### config.mk
export PLATFORM = sky130hd
export DESIGN_NAME = hd44780_writer
export DESIGN_NICKNAME = d
export VERILOG_FILES = /design/src/rtl/hd44780_pkg.sv /design/src/rtl/hd44780_strobe.sv /design/src/rtl/hd44780_writer.sv
export SDC_FILE = /design/constraint.sdc
export NUM_CORES = 1
export LEC_CHECK = 0
export CORE_ASPECT_RATIO = 1.25
export CORE_UTILIZATION = 44
export CTS_CLUSTER_SIZE = 16
export DETAILED_ROUTE_END_ITERATION = 8
export PLACE_DENSITY_LB_ADDON = 0.3
export SYNTH_ARGS = -nofsm -noshare
export SYNTH_HDL_FRONTEND = slang
export SYNTH_SLANG_ARGS = --single-unit
### constraint.sdc
create_clock -name clk -period 8.2 [get_ports clk]
set_clock_uncertainty 0.15 [all_clocks]
set_input_delay 1.23 -clock clk [delete_from_list [all_inputs] [get_ports clk]]
set_output_delay 1.23 -clock clk [all_outputs]
set_load 0.1 [all_outputs]
### src/rtl/hd44780_pkg.sv
// Shared command codes, top FSM state type and default 27 MHz cycle counts
// for the HD44780 write-only driver.
package hd44780_pkg;

    localparam logic [7:0] CMD_CLEAR    = 8'h01;
    localparam logic [7:0] CMD_HOME     = 8'h02;
    localparam logic [7:0] CMD_ENTRY    = 8'h06;
    localparam logic [7:0] CMD_DISP_OFF = 8'h08;
    localparam logic [7:0] CMD_DISP_ON  = 8'h0C;
    localparam logic [7:0] CMD_FSET8    = 8'h38;
    localparam logic [7:0] CMD_FSET4    = 8'h28;
    localparam logic [3:0] WAKE_NIB     = 4'h3;

    // Single-nibble init writes ride on the upper nibble of a byte.
    localparam logic [7:0] WAKE_BYTE = {WAKE_NIB, 4'h0};
    localparam logic [7:0] NIB2_BYTE = {CMD_FSET4[7:4], 4'h0};

    localparam int unsigned DEF_T_SU       = 2;
    localparam int unsigned DEF_T_PW       = 13;
    localparam int unsigned DEF_T_H        = 14;
    localparam int unsigned DEF_T_EXEC     = 1080;
    localparam int unsigned DEF_T_CLR      = 44280;
    localparam int unsigned DEF_T_INIT_GAP = 110700;
    localparam int unsigned DEF_T_PWR      = 1080000;

    typedef enum logic [2:0] {
        StPwrWait,
        StWake,
        StNib2,
        StInitCmds,
        StIdle,
        StXfer,
        StWait
    } state_t;

    function automatic int unsigned cnt_width(input int unsigned a, input int unsigned b,
                                              input int unsigned c, input int unsigned d);
        int unsigned m;
        m = a;
        if (b > m) m = b;
        if (c > m) m = c;
        if (d > m) m = d;
        return $clog2(m) + 1;
    endfunction

    function automatic logic [7:0] init_cmd(input logic [2:0] idx, input logic four);
        logic [7:0] cmd;
        case (idx)
            3'd0:    cmd = four ? CMD_FSET4 : CMD_FSET8;
            3'd1:    cmd = CMD_DISP_OFF;
            3'd2:    cmd = CMD_CLEAR;
            3'd3:    cmd = CMD_ENTRY;
            default: cmd = CMD_DISP_ON;
        endcase
        return cmd;
    endfunction

endpackage

### src/rtl/hd44780_strobe.sv
// One E-pulse generator: drives rs/db, waits T_SU, holds e for T_PW, then T_H low.
// A start seen on the last hold cycle chains the next strobe with no gap.
module hd44780_strobe
    import hd44780_pkg::*;
#(
    parameter int unsigned BUS_WIDTH = 8,
    parameter int unsigned T_SU      = DEF_T_SU,
    parameter int unsigned T_PW      = DEF_T_PW,
    parameter int unsigned T_H       = DEF_T_H
) (
    input  logic                 clk,
    input  logic                 rst,
    input  logic                 start,
    input  logic                 rs_sel,
    input  logic [BUS_WIDTH-1:0] nib_or_byte,
    output logic                 done,
    output logic                 e,
    output logic                 rs,
    output logic [BUS_WIDTH-1:0] db
);

    localparam int unsigned CW = cnt_width(T_SU, T_PW, T_H, 1);

    typedef enum logic [1:0] {PhIdle, PhSu, PhPw, PhHold} phase_t;

    phase_t        phase_q;
    logic [CW-1:0] cnt_q;

    function automatic logic [CW-1:0] ld(input int unsigned n);
        return CW'(n - 1);
    endfunction

    assign done = (phase_q == PhHold) && (cnt_q == '0);

    always_ff @(posedge clk or posedge rst) begin
        if (rst) begin
            phase_q <= PhIdle;
            cnt_q   <= '0;
            e       <= 1'b0;
            rs      <= 1'b0;
            db      <= '0;
        end else begin
            unique case (phase_q)
                PhIdle: begin
                    if (start) begin
                        rs      <= rs_sel;
                        db      <= nib_or_byte;
                        cnt_q   <= ld(T_SU);
                        phase_q <= PhSu;
                    end
                end
                PhSu: begin
                    if (cnt_q == '0) begin
                        e       <= 1'b1;
                        cnt_q   <= ld(T_PW);
                        phase_q <= PhPw;
                    end else begin
                        cnt_q <= cnt_q - 1'b1;
                    end
                end
                PhPw: begin
                    if (cnt_q == '0) begin
                        e       <= 1'b0;
                        cnt_q   <= ld(T_H);
                        phase_q <= PhHold;
                    end else begin
                        cnt_q <= cnt_q - 1'b1;
                    end
                end
                PhHold: begin
                    if (cnt_q == '0) begin
                        if (start) begin
                            rs      <= rs_sel;
                            db      <= nib_or_byte;
                            cnt_q   <= ld(T_SU);
                            phase_q <= PhSu;
                        end else begin
                            phase_q <= PhIdle;
                        end
                    end else begin
                        cnt_q <= cnt_q - 1'b1;
                    end
                end
                default: phase_q <= PhIdle;
            endcase
        end
    end

endmodule

### src/rtl/hd44780_writer.sv
// Write-only HD44780 driver: power-on init, then command/data bytes via valid/ready,
// on an 8-bit or 4-bit bus with cycle-counted E timing.
module hd44780_writer
    import hd44780_pkg::*;
#(
    parameter int unsigned BUS_WIDTH  = 8,
    parameter int unsigned INIT_EN    = 1,
    parameter int unsigned T_SU       = DEF_T_SU,
    parameter int unsigned T_PW       = DEF_T_PW,
    parameter int unsigned T_H        = DEF_T_H,
    parameter int unsigned T_EXEC     = DEF_T_EXEC,
    parameter int unsigned T_CLR      = DEF_T_CLR,
    parameter int unsigned T_INIT_GAP = DEF_T_INIT_GAP,
    parameter int unsigned T_PWR      = DEF_T_PWR
) (
    input  logic                 clk,
    input  logic                 rst,
    input  logic                 in_valid,
    output logic                 in_ready,
    input  logic                 in_rs,
    input  logic [7:0]           in_data,
    output logic                 init_done,
    output logic                 e,
    output logic                 rs,
    output logic                 rw,
    output logic [BUS_WIDTH-1:0] db
);

    localparam bit          FOUR = (BUS_WIDTH == 4);
    localparam int unsigned CW   = cnt_width(T_PWR, T_INIT_GAP, T_CLR, T_EXEC);

    state_t         state_q;
    state_t         ret_q;
    logic [CW-1:0]  cnt_q;
    logic [2:0]     step_q;
    logic [7:0]     byte_q;
    logic           rs_q;
    logic           go_q;
    logic           pend_q;
    logic           stb_done;
    logic           stb_start;
    logic           long_wait;
    logic [3:0]     nib;
    logic [BUS_WIDTH-1:0] stb_data;

    function automatic logic [CW-1:0] ld(input int unsigned n);
        return CW'(n - 1);
    endfunction

    // pend_q marks a pending low nibble; it is chained on the first nibble's last hold cycle.
    assign stb_start = go_q | (stb_done & pend_q);
    assign nib       = (stb_done && pend_q) ? byte_q[3:0] : byte_q[7:4];
    assign stb_data  = (BUS_WIDTH == 8) ? BUS_WIDTH'(byte_q) : BUS_WIDTH'(nib);
    assign long_wait = !rs_q && (byte_q == CMD_CLEAR || byte_q == CMD_HOME || byte_q == 8'h03);
    assign rw        = 1'b0;

    hd44780_strobe #(
        .BUS_WIDTH (BUS_WIDTH),
        .T_SU      (T_SU),
        .T_PW      (T_PW),
        .T_H       (T_H)
    ) u_strobe (
        .clk         (clk),
        .rst         (rst),
        .start       (stb_start),
        .rs_sel      (rs_q),
        .nib_or_byte (stb_data),
        .done        (stb_done),
        .e           (e),
        .rs          (rs),
        .db          (db)
    );

    always_ff @(posedge clk or posedge rst) begin
        if (rst) begin
            state_q   <= StPwrWait;
            ret_q     <= StPwrWait;
            cnt_q     <= ld(T_PWR);
            step_q    <= '0;
            byte_q    <= '0;
            rs_q      <= 1'b0;
            go_q      <= 1'b0;
            pend_q    <= 1'b0;
            in_ready  <= 1'b0;
            init_done <= 1'b0;
        end else begin
            go_q <= 1'b0;
            unique case (state_q)
                StPwrWait: begin
                    if (INIT_EN == 0) begin
                        state_q   <= StIdle;
                        in_ready  <= 1'b1;
                        init_done <= 1'b1;
                    end else if (cnt_q == '0) begin
                        state_q <= StWake;
                        byte_q  <= WAKE_BYTE;
                        go_q    <= 1'b1;
                    end else begin
                        cnt_q <= cnt_q - 1'b1;
                    end
                end
                StWake: begin
                    if (stb_done) begin
                        state_q <= StWait;
                        cnt_q   <= ld(T_INIT_GAP);
                        if (step_q == 3'd2) begin
                            step_q <= '0;
                            ret_q  <= FOUR ? StNib2 : StInitCmds;
                        end else begin
                            step_q <= step_q + 1'b1;
                            ret_q  <= StWake;
                        end
                    end
                end
                StNib2: begin
                    if (stb_done) begin
                        state_q <= StWait;
                        cnt_q   <= ld(T_EXEC);
                        ret_q   <= StInitCmds;
                    end
                end
                StInitCmds: begin
                    if (stb_done) begin
                        if (pend_q) begin
                            pend_q <= 1'b0;
                        end else begin
                            state_q <= StWait;
                            cnt_q   <= long_wait ? ld(T_CLR) : ld(T_EXEC);
                            if (step_q == 3'd4) begin
                                ret_q <= StIdle;
                            end else begin
                                ret_q  <= StInitCmds;
                                step_q <= step_q + 1'b1;
                            end
                        end
                    end
                end
                StIdle: begin
                    if (in_valid) begin
                        byte_q   <= in_data;
                        rs_q     <= in_rs;
                        in_ready <= 1'b0;
                        go_q     <= 1'b1;
                        pend_q   <= FOUR;
                        state_q  <= StXfer;
                    end
                end
                StXfer: begin
                    if (stb_done) begin
                        if (pend_q) begin
                            pend_q <= 1'b0;
                        end else begin
                            state_q <= StWait;
                            cnt_q   <= long_wait ? ld(T_CLR) : ld(T_EXEC);
                            ret_q   <= StIdle;
                        end
                    end
                end
                StWait: begin
                    if (cnt_q == '0) begin
                        state_q <= ret_q;
                        unique case (ret_q)
                            StWake: go_q <= 1'b1;
                            StNib2: begin
                                byte_q <= NIB2_BYTE;
                                go_q   <= 1'b1;
                            end
                            StInitCmds: begin
                                byte_q <= init_cmd(step_q, FOUR);
                                go_q   <= 1'b1;
                                pend_q <= FOUR;
                            end
                            default: begin
                                in_ready  <= 1'b1;
                                init_done <= 1'b1;
                            end
                        endcase
                    end else begin
                        cnt_q <= cnt_q - 1'b1;
                    end
                end
                default: state_q <= StPwrWait;
            endcase
        end
    end

endmodule

==> flow_metrics.py, run 1 <==
metrics = {
    "outcome": {
        "status": "completed",
    },
    "global_route": {
        "grtUsageTotal_pct": 21.2,
        "grt_pass1_vias": 2771,
        "grt_max_degree": 61,
        "grt_pass1_wl_microns": 13400,
        "antenna_found_initial": 0,
        "globalRouteOverflowTotal": 0,
    },
    "logic_synthesis": {
        "synthArstFlopShare_pct": 100,
        "synth_area_per_cell_sq_um": 9.31,
        "synth-seq-cells": 60,
        "syn-num-nets": 405,
        "yosysWarnings": 0,
        "ys_types": 65,
        "synth_ff_type": "dfrtp_1",
        "synth_enable_flop_cells": 0,
        "synth_area_sq_um": 3550,
        "syn_inst": 381,
        "ys_seq_area_share_pct": 42.8,
    },
    "worst_setup_path": {
        "startpoint_type": "register",
        "crit_slowest_cell": "clkdlybuf4s50_1",
        "crit_type": "reg2out",
        "crit_chain": "clkdlybuf4s50_1",
        "critical-path-top-delay-family": "buffers and inverters",
        "crit_path_max_incr_delay_ns": 1.14,
        "worstSetupEndpointType": "primary output",
        "crit_buf_inv": 1,
        "required_ns": 6.82,
        "arrival_ns": 1.86,
        "crit_fanout": 3,
    },
    "sta": {
        "rsz0062_at_grt": "false",
        "fin_setup_tns_ns": 0,
        "slew_viol_final": 0,
        "fin_crit_ns": 3.24,
        "period_share_pct": 39.5,
        "setup_violations": 0,
        "tightest_slew_ns": 1.02,
        "hold_viol": 0,
        "fmax_mhz": 309,
        "setup_slack_ns": 4.96,
        "slew-limit-headroom_pct": 31.7,
    },
    "detailed_routing": {
        "drc_errors": 0,
        "drtPass1Iterations": 5,
        "drt-initial-drc-count": 179,
        "wirelength_microns": 8070,
        "via_per_inst": 5.80,
        "wire_per_inst_microns": 16.1,
        "final_antenna_net_count": 0,
        "via_count": 2899,
    },
    "layout": {
        "drive_gt1_share_pct": 15.8,
        "fillers": 713,
        "diodes": 0,
        "area_growth_pct": 14.1,
        "final_cell_mix": "dfrtp_1 (47), nor2_1 (41), a21oi_1 (40)",
        "nets": 424,
        "final_common_cell": "dfrtp_1",
    },
    "cts": {
        "cts.sinks": 60,
        "insertion_delay_ns": 0.35,
        "hold_buffers": 0,
        "htreeDepth": 3,
        "cts_tree": "built",
        "numCtsBuffers": 9,
        "cts_setup_buffers": 0,
        "cts_resized": 0,
        "cts_buffer_depth": 2,
        "cts_root_buf": "clkbuf_8",
        "clk_pin_slew_ns": 0.07,
    },
    "power": {
        "combPwrFrac_pct": 2.8,
        "ir_drop_v": 0.000134,
        "powerDensity_nw_per_um2": 151,
        "p_leak_nw": 1.66,
        "pwr-share-seq_pct": 48.6,
        "clkPwrFrac_pct": 48.6,
        "p_int_w": 0.000473,
        "switching_share_pct": 22.5,
        "power.switching_w": 0.000137,
    },
    "hold_path": {
        "hp-class": "reg2reg",
    },
    "run": {
        "cap_viol_max_count": 0,
    },
    "floorplan": {
        "io_pins": 25,
        "die_area_sq_um": 8430,
        "coreArea_sq_um": 7790,
        "dieWidth_microns": 82.3,
        "rows": 36,
        "start_util_pct": 45.5,
        "die_y_microns": 102,
    },
    "place": {
        "hpwlAfterDp_microns": 5720,
        "post-place-ws_ns": 4.97,
        "place_congestion": 0.840,
        "port_buffers": 23,
    },
}
-- worst paths after layout --
path,cells after the start,startpoint,slack (ns),to
min in group asynchronous,3,rst,1.27,u_strobe.db[2]
max,1,in_ready,4.96,in_ready
min,1,init_done,0.33,init_done
max reg2reg,8,cnt_q[0],5.09,cnt_q[16]
min reg2reg,1,init_done,0.33,init_done
max in group asynchronous,3,rst,6.11,u_strobe.cnt_q[2]
-- synthesized netlist by cell type (2+ instances only) --
cell	count	area, sq um
a211oi_1	9	67.6
a21o_1	4	30.0
a21oi_1	40	200
a22o_1	4	35.0
a31o_2	2	17.5
a31oi_1	6	37.5
and2_1	2	12.5
buf_2	4	20.0
buf_4	2	15.0
clkbuf_1	9	33.8
dfrtp_1	47	1180
dfstp_2	13	342
ha_1	12	150
inv_1	19	71.3
mux2_2	17	191
mux2i_1	2	20.0
nand2_1	26	97.6
nand2b_1	5	31.3
nand3_1	6	30.0
nand4b_1	2	17.5
nor2_1	41	154
nor2b_1	8	50.1
nor3_1	13	65.1
nor3_2	2	20.0
nor4_1	6	37.5
nor4_4	2	42.5
o21a_1	3	22.5
o21ai_0	20	100
o22ai_1	3	18.8
o31ai_1	6	45.0
o32a_1	2	20.0
o41ai_1	2	17.5
or2_2	3	18.8
or3_1	5	31.3
or4_1	4	30.0
-- state kept, by name, summed over array words and instances, names as in the netlist --
| name | cells |
|---|---|
| u_strobe.phase_q | 2 |
| state_q | 3 |
| ret_q | 3 |
| in_ready | 1 |
| cnt_q | 22 |
| init_done | 1 |
| step_q | 3 |
| u_strobe.e | 1 |
| rs_q | 1 |
| u_strobe.rs | 1 |
| u_strobe.db | 8 |
| go_q | 1 |
| u_strobe.cnt_q | 5 |
| byte_q | 8 |
-- cell type report --
cell class	instances	area, sq um	area share, %
clock buffers	10	128	3.15
flip-flops and latches	60	1520	37.5
multi-input cells	285	1880	46.5
well taps	95	119	2.94
clock inverters	6	88.8	2.19
inverters	20	75.1	1.85
repair buffers	24	238	5.87
-- through the flow --
stage | cells | hold WS [ns] | util (%) | power, W | cell area [sq um]
after floorplan | 381 | 0.310 | - | 0.000311 | 3550
after global placement | 484 | 0.310 | 49.2 | 0.000320 | 3830
after detailed placement | 484 | 0.316 | 49.2 | 0.000320 | 3830
after CTS | 500 | 0.337 | 51.9 | 0.000616 | 4050
after global routing | 500 | 0.345 | 51.9 | 0.000630 | 4050
final | 500 | 0.333 | 51.9 | 0.000611 | 4050
-- per-layer routing --
layer  GRT usage, %  up-vias  routed length, microns
met1           27.4     1394                    3670
met3           4.38       18                     266
li1               -     1431                       -
met4           10.7        0                     221
met2           33.3       56                    3920
met5              0        -                       0
-- worst register-to-register path, delay by kind of cell (launching register included) --
family / cells / cell delay, ns
adder cells (fa/ha/maj): 1 / 0.17
AND/OR/NAND/NOR: 4 / 1.72
flip-flops: 1 / 0.39
buffers and inverters: 1 / 0.05
AO/OA/AOI/OAI: 2 / 0.50
-- power groups by stage --
stage | clock, W | sequential [W] | combinational [W]
floorplan | 0 | 0.000304 | 0.00000725
global placement | 0 | 0.000302 | 0.0000175
detailed placement | 0 | 0.000302 | 0.0000175
CTS | 0.000302 | 0.000297 | 0.0000175
global route | 0.000314 | 0.000297 | 0.0000188
finish | 0.000297 | 0.000297 | 0.0000170
-- cell families after synthesis --
kind of cell	after synthesis	share of synthesized area, %
muxes	19	5.96
adders and majority gates	12	4.23
xor gates and xnor gates	1	0.247
other	1	0.106
and+or+nand+nor	133	20.6
buffers and inverters	36	4.16
AOI/OAI and AO/OA	119	21.9
DFF	60	42.8
Power figures use the tool's default switching activity.
==> inputs of run 2 (changes only) <==
==> constraint.sdc (replaced) <==
create_clock -name clk -period 3.1 [get_ports clk]
set_clock_uncertainty 0.15 [all_clocks]
set_input_delay 0.465 -clock clk [delete_from_list [all_inputs] [get_ports clk]]
set_output_delay 0.465 -clock clk [all_outputs]
set_load 0.1 [all_outputs]
==> run 2 against run 1 <==
Net effect: utilization up 1.2 points; critical path type is now reg2reg; sequential cell count unchanged; setup slack worse by 4.7 ns; non-clock buffer count increased by 14; total power rose to 2.8 times the previous value; clock-buffer cell count increased by 1; sequential share of layout area down 0.82 points; first-iteration DRC count is 27% higher; die area unchanged; largest cell class unchanged; global-route usage is 0.077 points higher.
==> flow_metrics.py, run 2 (synthesis results as in run 1) <==
metrics = {
    "outcome": {
        "status": "completed",
    },
    "place": {
        "dpl_cell_area_sq_um": 3910,
        "hpwlAfterDp_microns": 5820,
        "place_congestion": 0.858,
        "port_buffers": 23,
    },
    "layout": {
        "largest_register_ffs": 22,
        "final_common_cell": "dfrtp_1",
        "nets": 438,
        "final_cell_mix": "dfrtp_1 (47), nor2_1 (41), a21oi_1 (40)",
        "diodes": 0,
        "utilization_pct": 53.1,
        "area_growth_pct": 16.6,
        "regMostFlops": "cnt_q",
        "fillers": 721,
        "final_cell_area_sq_um": 4140,
        "reg.largest.list": "cnt_q x22, byte_q x8, u_strobe.db x8",
        "drive_gt1_share_pct": 21.2,
    },
    "sta": {
        "fin_crit_ns": 2.87,
        "slew_viol_final": 0,
        "setup_violations": 0,
        "fin_setup_tns_ns": 0,
        "fmax_mhz": 348,
        "period_share_pct": 92.6,
        "hold_viol": 0,
        "tightest_slew_ns": 0.767,
        "rsz0062_at_grt": "false",
        "slew-limit-headroom_pct": 48.3,
    },
    "cts": {
        "numCtsBuffers": 9,
        "insertion_delay_ns": 0.34,
        "cts_tree": "built",
        "cts.sinks": 60,
        "cts_buffer_depth": 2,
        "cts_resized": 0,
        "clk_pin_slew_ns": 0.07,
        "cts_root_buf": "clkbuf_8",
        "hold_buffers": 0,
        "htreeDepth": 3,
        "cts_setup_buffers": 0,
    },
    "worst_setup_path": {
        "crit_type": "reg2reg",
        "worstSetupEndpointType": "register",
        "startpoint_type": "register",
        "crit_fanout": 19,
        "required_ns": 3.22,
        "arrival_ns": 2.99,
    },
    "global_route": {
        "grt_pass1_vias": 2919,
        "grt_pass1_wl_microns": 13700,
        "antenna_found_initial": 0,
        "grt_max_degree": 61,
        "grtUsageTotal_pct": 21.3,
        "globalRouteOverflowTotal": 0,
    },
    "detailed_routing": {
        "highest_layer": "met4",
        "final_antenna_net_count": 0,
        "met2_wirelength_microns": 4090,
        "wl_met1_microns": 3710,
        "drc_errors": 0,
        "drtPass1Iterations": 5,
        "via_count": 2988,
        "via_per_inst": 5.81,
        "wirelength_microns": 8140,
        "drt-initial-drc-count": 228,
        "wire_per_inst_microns": 15.8,
        "met3_length_microns": 257,
    },
    "floorplan": {
        "dieWidth_microns": 82.3,
        "coreArea_sq_um": 7790,
        "rows": 36,
        "start_util_pct": 45.5,
        "io_pins": 25,
        "die_y_microns": 102,
        "die_area_sq_um": 8430,
    },
    "hold_path": {
        "hp-class": "reg2reg",
    },
    "power": {
        "powerDensity_nw_per_um2": 407,
        "ir_drop_v": 0.000409,
        "p_leak_nw": 1.76,
    },
    "run": {
        "cap_viol_max_count": 0,
    },
}
[run 2: area by class of cell]
cell class	instances	area, sq um	area share (%)
Multi-Input combinational cell	285	1880	45.5
Sequential cell	60	1520	36.7
Clock buffer	11	131	3.18
Tap cell	95	119	2.87
Clock inverter	5	100	2.42
Timing Repair Buffer	38	313	7.56
Inverter	20	75.1	1.81
[run 2: path summary, 6_finish.rpt]
check                                 endpoint  cells past startpoint  slack (ns)       from
worst max-delay path                  cnt_q[9]                      9        0.23   cnt_q[0]
worst min-delay path                 init_done                      1        0.32  init_done
worst max register to register        cnt_q[9]                      9        0.23   cnt_q[0]
worst min register to register       init_done                      1        0.32  init_done
max in group asynchronous             in_ready                      3        1.77        rst
min in group asynchronous       u_strobe.db[0]                      3        0.52        rst
[run 2: routing by layer]
metal / global-route usage [%] / vias up
met2: 36.4 / 56
met4: 5.80 / 0
li1: - / 1462
met3: 3.75 / 9
met5: 0 / -
met1: 27.4 / 1461
[run 2: through the flow]
stage | total power [W] | instances | setup WS [ns] | hold slack (ns)
2_1_floorplan | 0.000824 | 381 | 0.494 | 0.310
5_1_grt | 0.00173 | 514 | 0.0892 | 0.359
4_1_cts | 0.00170 | 514 | 0.217 | 0.329
3_3_place_gp | 0.000845 | 498 | 0.330 | 0.313
6_report | 0.00168 | 514 | 0.229 | 0.324
3_5_place_dp | 0.000845 | 498 | 0.245 | 0.306
[run 2: where the power goes]
part | internal [W] | total (W) | switching, W
logic | 0.0000151 | 0.0000433 | 0.0000282
clock network | 0.000533 | 0.000853 | 0.000321
registers | 0.000785 | 0.000786 | 0.000000828
[run 2: critical path: stages (launching register included)]
cell,delay (ns)
dfstp_2,0.56
inv_1,0.05
ha_1,0.22
nor4b_2,0.19
and4_1,0.23
a211oi_1,0.48
nor3_2,0.07
buf_4,0.21
or4_1,0.48
a21oi_1,0.16
==> inputs of run 3 (changes only) <==
--- a/config.mk
+++ b/config.mk
@@ -9,6 +9,7 @@
 export CORE_UTILIZATION = 44
 export CTS_CLUSTER_SIZE = 16
 export DETAILED_ROUTE_END_ITERATION = 8
+export HOLD_SLACK_MARGIN = 0.02
 export PLACE_DENSITY_LB_ADDON = 0.3
 export SYNTH_ARGS = -nofsm -noshare
 export SYNTH_HDL_FRONTEND = slang
==> results of run 3 <==
The final DEF is identical to that of run 2; final timing and power are the same.
